### src/rtl/key_event_encoder.sv
// key_event_encoder
// Turns the debounced, active-low key levels into discrete key events
// (press, release, long-press and optionally auto-repeat). Events are held in
// a per-key pending slot. They are then queued in a small FIFO and presented
// on a valid/ready stream, one event per handshake.
//
// Build option: define KEY_REPEAT_EN to enable auto-repeat events (type 11).
// These are issued every REPEAT_CYC cycles after a long-press while the key
// stays held. Without the macro the LONG state only waits for release.
//
// Parameters
//   KEY_N      number of key lines (event key index is 2 bits wide)
//   LONG_CYC   cycles from press event to long-press event (>= 2)
//   REPEAT_CYC cycles between repeat events after long-press (>= 2)
//   FIFO_DEPTH event queue entries (power of two, >= 2)
//
// Ports
//   CLK        system clock, rising edge
//   RST        synchronous active-high reset
//   Key_In     debounced key levels, 0 = pressed
//   Evt_Valid  head-of-queue event available
//   Evt_Ready  consumer accepts the head event this cycle
//   Evt_Key    key index of the head event
//   Evt_Type   00 press, 01 release, 10 long, 11 repeat
//   Evt_Ovf    sticky flag: an event was overwritten before it was queued

module key_event_encoder #(
  parameter int unsigned KEY_N      = 4,
  parameter int unsigned LONG_CYC   = 50_000_000,
  parameter int unsigned REPEAT_CYC = 10_000_000,
  parameter int unsigned FIFO_DEPTH = 4
) (
  input  logic             CLK,
  input  logic             RST,
  input  logic [KEY_N-1:0] Key_In,
  output logic             Evt_Valid,
  input  logic             Evt_Ready,
  output logic [1:0]       Evt_Key,
  output logic [1:0]       Evt_Type,
  output logic             Evt_Ovf
);

  localparam int unsigned CNT_MAX = (LONG_CYC > REPEAT_CYC) ? LONG_CYC : REPEAT_CYC;
  localparam int unsigned CNT_W   = (CNT_MAX > 2) ? $clog2(CNT_MAX) : 1;
  localparam int unsigned AW      = $clog2(FIFO_DEPTH);
  localparam int unsigned CW      = AW + 1;

  localparam logic [CNT_W-1:0] LONG_LAST = CNT_W'(LONG_CYC - 1);
`ifdef KEY_REPEAT_EN
  localparam logic [CNT_W-1:0] REP_LAST  = CNT_W'(REPEAT_CYC - 1);
  localparam logic [1:0]       EV_REPEAT = 2'b11;
`endif
  localparam logic [CW-1:0]    FULL_CNT  = CW'(FIFO_DEPTH);

  localparam logic [1:0] EV_PRESS   = 2'b00;
  localparam logic [1:0] EV_RELEASE = 2'b01;
  localparam logic [1:0] EV_LONG    = 2'b10;

  typedef enum logic [1:0] {
    S_IDLE = 2'd0,
    S_HELD = 2'd1,
    S_LONG = 2'd2
  } key_state_t;

  typedef struct packed {
    logic [1:0] key;
    logic [1:0] kind;
  } evt_t;

  // ---------------------------------------------------------------------------
  // Input sampling and edge detection
  // ---------------------------------------------------------------------------
  logic [KEY_N-1:0] k_r;
  logic [KEY_N-1:0] k_d;
  // Set by reset; a key's bit clears once that key has been seen released.
  // This keeps a key held through reset from producing a press.
  logic [KEY_N-1:0] mask;
  logic [KEY_N-1:0] press_e;
  logic [KEY_N-1:0] rel_e;

  always_ff @(posedge CLK) begin
    if (RST) begin
      k_r  <= '1;
      k_d  <= '1;
      mask <= '1;
    end else begin
      k_r  <= Key_In;
      k_d  <= k_r;
      mask <= mask & ~Key_In;
    end
  end

  assign press_e = k_d & ~k_r & ~mask;
  assign rel_e   = ~k_d & k_r;

  // ---------------------------------------------------------------------------
  // Per-key press / long / repeat FSM
  // ---------------------------------------------------------------------------
  logic [KEY_N-1:0]      ev_v;
  logic [KEY_N-1:0][1:0] ev_k;

  for (genvar gi = 0; gi < KEY_N; gi++) begin : g_key
    key_state_t       st_q;
    key_state_t       st_n;
    logic [CNT_W-1:0] cnt_q;
    logic [CNT_W-1:0] cnt_n;
    logic [CNT_W-1:0] cnt_inc;
    logic             raise;
    logic [1:0]       kind;

    // Saturating increment so an oversized hold can never wrap the counter
    assign cnt_inc = (&cnt_q) ? cnt_q : cnt_q + CNT_W'(1);

    // State and counter register
    always_ff @(posedge CLK) begin
      if (RST) begin
        st_q  <= S_IDLE;
        cnt_q <= '0;
      end else begin
        st_q  <= st_n;
        cnt_q <= cnt_n;
      end
    end

    // Next state and counter; release outranks long/repeat in the same cycle
    always_comb begin
      st_n  = st_q;
      cnt_n = cnt_q;
      case (st_q)
        S_IDLE: begin
          if (press_e[gi]) begin
            st_n  = S_HELD;
            cnt_n = '0;
          end
        end
        S_HELD: begin
          if (rel_e[gi]) begin
            st_n  = S_IDLE;
            cnt_n = '0;
          end else if (cnt_q == LONG_LAST) begin
            st_n  = S_LONG;
            cnt_n = '0;
          end else begin
            cnt_n = cnt_inc;
          end
        end
        S_LONG: begin
          if (rel_e[gi]) begin
            st_n  = S_IDLE;
            cnt_n = '0;
          end
`ifdef KEY_REPEAT_EN
          else if (cnt_q == REP_LAST) begin
            cnt_n = '0;
          end else begin
            cnt_n = cnt_inc;
          end
`endif
        end
        default: begin
          st_n  = S_IDLE;
          cnt_n = '0;
        end
      endcase
    end

    // Event raised this cycle for this key
    always_comb begin
      raise = 1'b0;
      kind  = EV_PRESS;
      case (st_q)
        S_IDLE: begin
          if (press_e[gi]) begin
            raise = 1'b1;
            kind  = EV_PRESS;
          end
        end
        S_HELD: begin
          if (rel_e[gi]) begin
            raise = 1'b1;
            kind  = EV_RELEASE;
          end else if (cnt_q == LONG_LAST) begin
            raise = 1'b1;
            kind  = EV_LONG;
          end
        end
        S_LONG: begin
          if (rel_e[gi]) begin
            raise = 1'b1;
            kind  = EV_RELEASE;
          end
`ifdef KEY_REPEAT_EN
          else if (cnt_q == REP_LAST) begin
            raise = 1'b1;
            kind  = EV_REPEAT;
          end
`endif
        end
        default: begin
          raise = 1'b0;
          kind  = EV_PRESS;
        end
      endcase
    end

    assign ev_v[gi] = raise;
    assign ev_k[gi] = kind;
  end

  // ---------------------------------------------------------------------------
  // Pending slots and lowest-index-first arbiter
  // ---------------------------------------------------------------------------
  logic [KEY_N-1:0]      pend_v;
  logic [KEY_N-1:0][1:0] pend_t;
  logic [KEY_N-1:0]      grant;
  logic                  push;
  evt_t                  push_evt;
  logic                  pop;
  logic                  full;
  logic                  can_push;
  logic [CW-1:0]         f_cnt_q;

  assign pop      = Evt_Valid & Evt_Ready;
  assign full     = (f_cnt_q == FULL_CNT);
  // A full queue still accepts a push in a cycle that also pops
  assign can_push = ~full | pop;

  always_comb begin
    grant    = '0;
    push     = 1'b0;
    push_evt = '0;
    for (int i = 0; i < KEY_N; i++) begin
      if (!push && pend_v[i] && can_push) begin
        grant[i]      = 1'b1;
        push          = 1'b1;
        push_evt.key  = 2'(i);
        push_evt.kind = pend_t[i];
      end
    end
  end

  // A new event replaces an unqueued one; that loss is recorded in Evt_Ovf
  always_ff @(posedge CLK) begin
    if (RST) begin
      pend_v  <= '0;
      pend_t  <= '0;
      Evt_Ovf <= 1'b0;
    end else begin
      for (int i = 0; i < KEY_N; i++) begin
        if (ev_v[i]) begin
          pend_v[i] <= 1'b1;
          pend_t[i] <= ev_k[i];
        end else if (grant[i]) begin
          pend_v[i] <= 1'b0;
        end
      end
      Evt_Ovf <= Evt_Ovf | (|(ev_v & pend_v & ~grant));
    end
  end

  // ---------------------------------------------------------------------------
  // Event FIFO with registered head outputs
  // ---------------------------------------------------------------------------
  evt_t          mem_q [FIFO_DEPTH];
  evt_t          mem_n [FIFO_DEPTH];
  logic [AW-1:0] wr_q;
  logic [AW-1:0] wr_n;
  logic [AW-1:0] rd_q;
  logic [AW-1:0] rd_n;
  logic [CW-1:0] f_cnt_n;
  evt_t          head_n;

  always_comb begin
    mem_n   = mem_q;
    wr_n    = wr_q;
    rd_n    = rd_q;
    if (push) begin
      mem_n[wr_q] = push_evt;
      wr_n        = wr_q + AW'(1);
    end
    if (pop) begin
      rd_n = rd_q + AW'(1);
    end
    f_cnt_n = f_cnt_q + CW'(push) - CW'(pop);
    head_n  = mem_n[rd_n];
  end

  // Head registered from the next-cycle view so it holds while not popped
  always_ff @(posedge CLK) begin
    if (RST) begin
      for (int i = 0; i < FIFO_DEPTH; i++) begin
        mem_q[i] <= '0;
      end
      wr_q      <= '0;
      rd_q      <= '0;
      f_cnt_q   <= '0;
      Evt_Valid <= 1'b0;
      Evt_Key   <= 2'b00;
      Evt_Type  <= 2'b00;
    end else begin
      mem_q     <= mem_n;
      wr_q      <= wr_n;
      rd_q      <= rd_n;
      f_cnt_q   <= f_cnt_n;
      Evt_Valid <= (f_cnt_n != '0);
      Evt_Key   <= head_n.key;
      Evt_Type  <= head_n.kind;
    end
  end

endmodule

### config.mk
export PLATFORM = sky130hd
export DESIGN_NAME = key_event_encoder
export DESIGN_NICKNAME = d
export VERILOG_FILES = /design/src/rtl/key_event_encoder.sv
export SDC_FILE = /design/constraint.sdc
export NUM_CORES = 1
export LEC_CHECK = 0
export ABC_AREA = 1
export CAP_MARGIN = 10
export CORE_AREA = 5 5 137 139
export CTS_BUF_LIST = sky130_fd_sc_hd__clkbuf_2 sky130_fd_sc_hd__clkbuf_4 sky130_fd_sc_hd__clkbuf_8
export CTS_CLUSTER_SIZE = 20
export DETAILED_ROUTE_END_ITERATION = 10
export DIE_AREA = 0 0 142 144
export PLACE_DENSITY_LB_ADDON = 0.12
export SLEW_MARGIN = 40
export SYNTH_ARGS = -nofsm -noshare
export SYNTH_HDL_FRONTEND = slang
export SYNTH_SLANG_ARGS = --single-unit
### constraint.sdc
create_clock -name CLK -period 2.05 [get_ports CLK]
set_input_delay 0.5125 -clock CLK [delete_from_list [all_inputs] [get_ports CLK]]
set_output_delay 0.5125 -clock CLK [all_outputs]
set_load 0.01 [all_outputs]
# --- Yosys cells after proc, flatten, opt, wreduce, memory -nomap -nowiden ---
# Cells that the tools add are included.
word_totals:
  elab_cells: 231
  register_bits: 165
  in_bits: 7
  output_inout_bits: 6
classes:
  magnitude_cmp: 3
  addsub: 8
  n_reduce_logical: 33
  muxes: 107
  n_bitwise: 17
  eq_ne: 29
op_table:
  columns: ["op", "count"]
  rows:
  - ["26-bit two-way mux", 20]
  - ["26-bit one-hot mux with 3 select lines", 4]
  - ["26-bit by 1-bit adder with 26-bit output, second input constant", 4]
  - ["26-bit == test, second input constant", 4]
  - ["26-bit AND reduction", 4]
  - ["2-bit two-way mux", 26]
  - ["1-bit two-way mux", 35]
  - ["4-bit bitwise AND", 6]
  - ["4-bit two-way mux", 6]
  - ["2-bit one-hot mux with 3 select lines", 4]
  - ["3-bit AND reduction", 8]
  - ["4-bit NOT", 5]
  - ["16-bit bitwise mux", 1]
  - ["16-bit two-way mux", 1]
  - ["2-bit != test, second input constant", 8]
  - ["4-bit != test, second input constant", 4]
  - ["2-bit one-hot mux with 2 select lines", 4]
  - ["3-bit != test, second input constant", 4]
  - ["1-bit one-hot mux with 3 select lines", 4]
  - ["4-bit binary-select mux with 2-bit select", 1]
  - ["4-bit demux with 2-bit select", 1]
  - ["2-bit by 1-bit == test with 1-bit output, second input constant", 4]
  - ["2-bit == test, second input constant", 4]
  - ["1-bit logical AND", 8]
  - ["other kinds (15)", 27]

# --- Logic depth before layout (Yosys ltp) ---
depth:
  word_depth: 22
  depth_mapped: 14
  ltp_nobuf: 14

# --- Least setup slack after synthesis ---
# Ideal clock, no wire load.
synth_timing:
  kind: "input -> register"
  start: "input port Evt_Ready"
  end: "register Evt_Valid"
  cell_stages: 10
  setup_slack_ns: -0.116
  t_arrival_ns: 2.047
  n_path_buf: 1
  setup_ns: 0.119
  cell_sequence: "nand2_1 -> nand3_1 -> buf_2 -> o31ai_1 -> o21ai_2 -> ha_1 -> fa_1 -> xnor2_1 -> o31ai_1 -> inv_1"
synth_via:
  elab_chain_len: 19
synth_lines:
  columns: ["element", "line_no", "text"]
  rows:
  - ["start, declared", "37", "input logic Evt_Ready,"]
  - ["1-bit bitwise AND (*)", "223", "assign pop = Evt_Valid & Evt_Ready;"]
  - ["1-bit OR", "226", "assign can_push = ~full | pop;"]
  - ["1-bit logical AND", "233", "if (!push && pend_v[i] && can_push) begin"]
  - ["1-bit two-way mux", "233", null]
  - ["1-bit zero test", "233", null]
  - ["1-bit logical AND (2 in a row)", "233", null]
  - ["1-bit two-way mux", "233", null]
  - ["1-bit zero test", "233", null]
  - ["1-bit logical AND (2 in a row)", "233", null]
  - ["1-bit two-way mux", "233", null]
  - ["1-bit zero test", "233", null]
  - ["1-bit logical AND (2 in a row)", "233", null]
  - ["1-bit two-way mux", "233", null]
  - ["3-bit by 1-bit adder with 3-bit output", "284", "f_cnt_n = f_cnt_q + CW'(push) - CW'(pop);"]
  - ["3-bit by 1-bit subtractor with 3-bit output (*)", "284", null]
  - ["3-bit nonzero test (*)", "305", "Evt_Valid <= (f_cnt_n != '0);"]
  - ["end signal, assigned", "305", null]
  - ["end, declared", "36", "output logic Evt_Valid,"]
# Every way passes the cells marked *; elsewhere a longest branch is shown, timed or not.
# A chain may end at the register's enable or synchronous reset.

# --- Worst setup path in the final report ---
# Ends and elaborated chain as after synthesis.

==> flow_summary_export.csv <==
group,metric,value,unit
outcome,status,"finished, final reports clean",
cts,quantity_of_hold_fixing_buffers_added_after_cts,0,
placement,dpl.hpwl,19600,um
sta,slew-limit-headroom,66.7,%
logic_synthesis,seq_area_frac_synth,33.3,%
cts,clk_pin_slew,100,ps
worst_setup_path,worstPathMaxFanout,2,
global_route,grt_overflow_total,0,
logic_synthesis,synth.ff_latch_count,165,
detailed_routing,vias_per_cell,5.45,
cts,insertion_delay,470,ps
detailed_routing,highest_layer,"met4",
detailed_routing,drtPass1Iterations,8,
sta,max_freq,511,MHz
floorplanning,pin_count,13,
job,max_cap_violations,0,
detailed_routing,dr_wl_met3,1540,um
placement,placed_cell_area,0.0111,mm^2
worst_setup_path,path_cells,"clkdlybuf4s50_1 > nand2_1 > inv_1 > ha_1 > inv_1 > ha_2 > fa_2 > xnor2_1 > o31ai_1 > inv_1",
finish,nFillCells,1611,
finish,stdcell_count,1961,
detailed_routing,met2_wirelength,13600,um
worst_setup_path,crit_type,"in -> reg",
hold_path,hold_path.class,"in -> reg",
finish,antennaDiodeCount,0,
floorplanning,start_util,56.6,%
sta,report.final.slew_viol_count,0,
power,power_density,823,mW/mm^2
logic_synthesis,synth_nets,1622,
sta,timing.clock.skew,10.8,ps
worst_setup_path,cp_data_required_time,2410,ps
worst_setup_path,cp_slowest_stage_delay,390,ps
detailed_routing,detailed_route_iter0_violations,724,
sta,setup_viol,0,
global_route,maximum_number_of_pins_on_one_net_before_global_route_repair,51,
detailed_routing,wire_per_inst,14.1,um
detailed_routing,drt_drc_violations_left,0,
worst_setup_path,timing.critical_path.max_delay_family,"adder cells",
floorplanning,floorplan.rows,49,
worst_setup_path,timing.critical_path.to_type,"flop",
floorplanning,die-area,0.0204,mm^2
detailed_routing,routedLengthMet1,12000,um
detailed_routing,antenna_left,0,
sta,layout_worst_path_cycle_share,95.4,%
cts,maximum_buffer_depth_of_the_clock_tree,2,
finish,nets,1753,
sta,holdWs,419,ps
worst_setup_path,count_of_buffering_cells_on_the_critical_path_with_inverters_included,4,
cts,cts_num_sinks,165,
finish,layout-drive-gt1-share,14.7,%
global_route,grt_first_pass_wirelength,45300,um
power,power.static_leakage,4.64,nW
finish,layout.cells.most_common_list,"nand2_1, inv_1, nor2_1, nand3_1, dfxtp_1",
detailed_routing,routed_wl,27600,um
placement,place_congestion,0.968,
logic_synthesis,synthesis.area_per_instance,6.25,um^2
floorplanning,floorplan.die.width,142,um
cts,htree_num_levels,4,
worst_setup_path,timing.critical_path.slowest_stage_cell,"clkdlybuf4s50_1",
sta,tightest_slew,495,ps
finish,post-route-cell-area,0.0118,mm^2
cts,cts_buffers,17,
cts,clock_tree.root_cell,"clkbuf_8",
placement,dp_cells,1912,
placement,portBuffers,12,
sta,hold_violation_total_from_the_final_report,0,
worst_setup_path,startpoint_type,"input pin",
power,vdd_ir_drop_max,0.431,mV
finish,areaGrowthSynthToFinish,19.2,%
worst_setup_path,crit_top_cell,"inv_1",
logic_synthesis,ys.warnings.count,0,
sta,period_needed,1960,ps
floorplanning,design.core.area,0.0175,mm^2
global_route,antenna_violations_before_repair,0,
logic_synthesis,synth.lib_cells_used.distinct,41,
logic_synthesis,synthCells,1588,
detailed_routing,via_count,10689,
cts,tritoncts,"built",
worst_setup_path,critical_path_arrival,2320,ps
finish,layout.cells.most_common,"nand2_1",
global_route,total_routing_usage_gr,26.7,%
floorplanning,die_height,144,um
logic_synthesis,syn-cell-area,0.00992,mm^2
global_route,first_global_vias,9773,
per-stage QoR:
| stage | setup TNS (ps) | total power (W) | worst slack [ps] | utilization, % |
|---|---|---|---|---|
| global route | -164 | 0.0103 | -24.7 | 67.4 |
| finish | 0 | 0.00973 | 94.5 | 67.4 |
| global placement | -3960 | 0.00680 | -392 | 63.2 |
| detailed placement | -5120 | 0.00687 | -419 | 63.2 |
| CTS | 0 | 0.00933 | 50.8 | 65.5 |
| floorplan | 0 | 0.00577 | 4.37 | - |
registers in the layout (all words and copies together) (netlist names), 2 cells and up:
signal / count
g_key.cnt_q: 104
mem_q: 16
g_key.st_q: 8
pend_t: 8
k_d: 4
k_r: 4
mask: 4
pend_v: 4
f_cnt_q: 3
Evt_Key: 2
Evt_Type: 2
rd_q: 2
wr_q: 2
report_power, final:
part	switching, W	internal (W)
clock network	0.00130	0.00113
registers	0.000172	0.00346
logic	0.00225	0.00141
final timing paths:
check	from	endpoint	slack, ps	cells after the start
setup reg to reg	g_key[0].cnt_q[5]	g_key[0].cnt_q[3]	100	13
hold / removal	RST	mask[0]	420	3
setup / recovery	Evt_Ready	Evt_Valid	90	10
hold reg to reg	k_r[1]	k_d[1]	460	2
metal layers:
| layer | global-route usage [%] | vias up |
|---|---|---|
| met4 | 7.73 | 0 |
| met2 | 46.9 | 336 |
| met1 | 34.0 | 4889 |
| li1 | - | 5412 |
| met3 | 4.30 | 52 |
| met5 | 0 | - |
cell type report:
cell class	instances	area [um^2]	share of cell area [%]
Clock buffer	18	248	2.10
Clock inverter	14	150	1.27
Inverter	220	836	7.07
Multi-Input combinational cell	1167	5760	48.7
Sequential cell	165	3320	28.1
Tap cell	229	287	2.42
Timing Repair Buffer	147	1210	10.2
Timing Repair inverter	1	7.51	0.0635
cells by family after synthesis:
family / Yosys count / synth area share, %
xor gates and xnor gates: 24 / 2.12
buffers and inverters: 257 / 10.4
AOI/OAI and AO/OA: 189 / 10.0
and+or+nand+nor: 926 / 40.7
DFF: 165 / 33.3
adders and majority gates: 27 / 3.48
synth_stat cells:
master      n  area [um^2]
nor2_4      1         11.3
fa_1        1         20.0
buf_6       4         45.0
nor4_1      5         31.3
o21ai_0    52          260
nand2_1   397         1490
inv_1     216          811
xnor2_1     2         17.5
a21o_1      1         7.51
nand2_2     6         37.5
nand3_1   163          816
a41oi_1     2         17.5
buf_2       5         25.0
a21oi_1   119          596
clkinv_1    1         3.75
ha_1       26          325
o21bai_1    3         22.5
nor2_2      4         25.0
o221ai_1    1         8.76
nor3_4      1         16.3
o31ai_1     2         15.0
nand4_1    42          263
o21ai_2     2         17.5
nor3_1     83          415
or2_2       7         43.8
dfxtp_1   165         3300
a31oi_1     1         6.26
or3_1       1         6.26
nand3b_1    4         30.0
a211oi_1    3         22.5
a22oi_1     2         15.0
nor3_2      4         40.0
nor2_1    198          743
nor3b_1     6         45.0
xor2_1     22          193
o21ai_1     1         5.00
buf_4       7         52.6
clkbuf_1   19         71.3
inv_2       3         11.3
and3_1      4         25.0
buf_1       2         7.51
what timing repair did:
item,CTS,global route
setup endpoints to repair,21,111
gates resized for setup,2,74
pin swaps,1,15
gates cloned,1,3
setup buffers,0,13
worst reg2reg max path: stages, from the launching register on:
cell and delay [ps]:
dfxtp_2 380, buf_6 110, nand2_2 60, nor3_2 200
nand2_1 110, inv_2 70, nand4_1 170, nor2_2 310
nor2_4 70, buf_4 170, nand2_1 80, nand2_1 50
nand2_1 50, nor2_1 30
(Power assumes the default switching activity.)
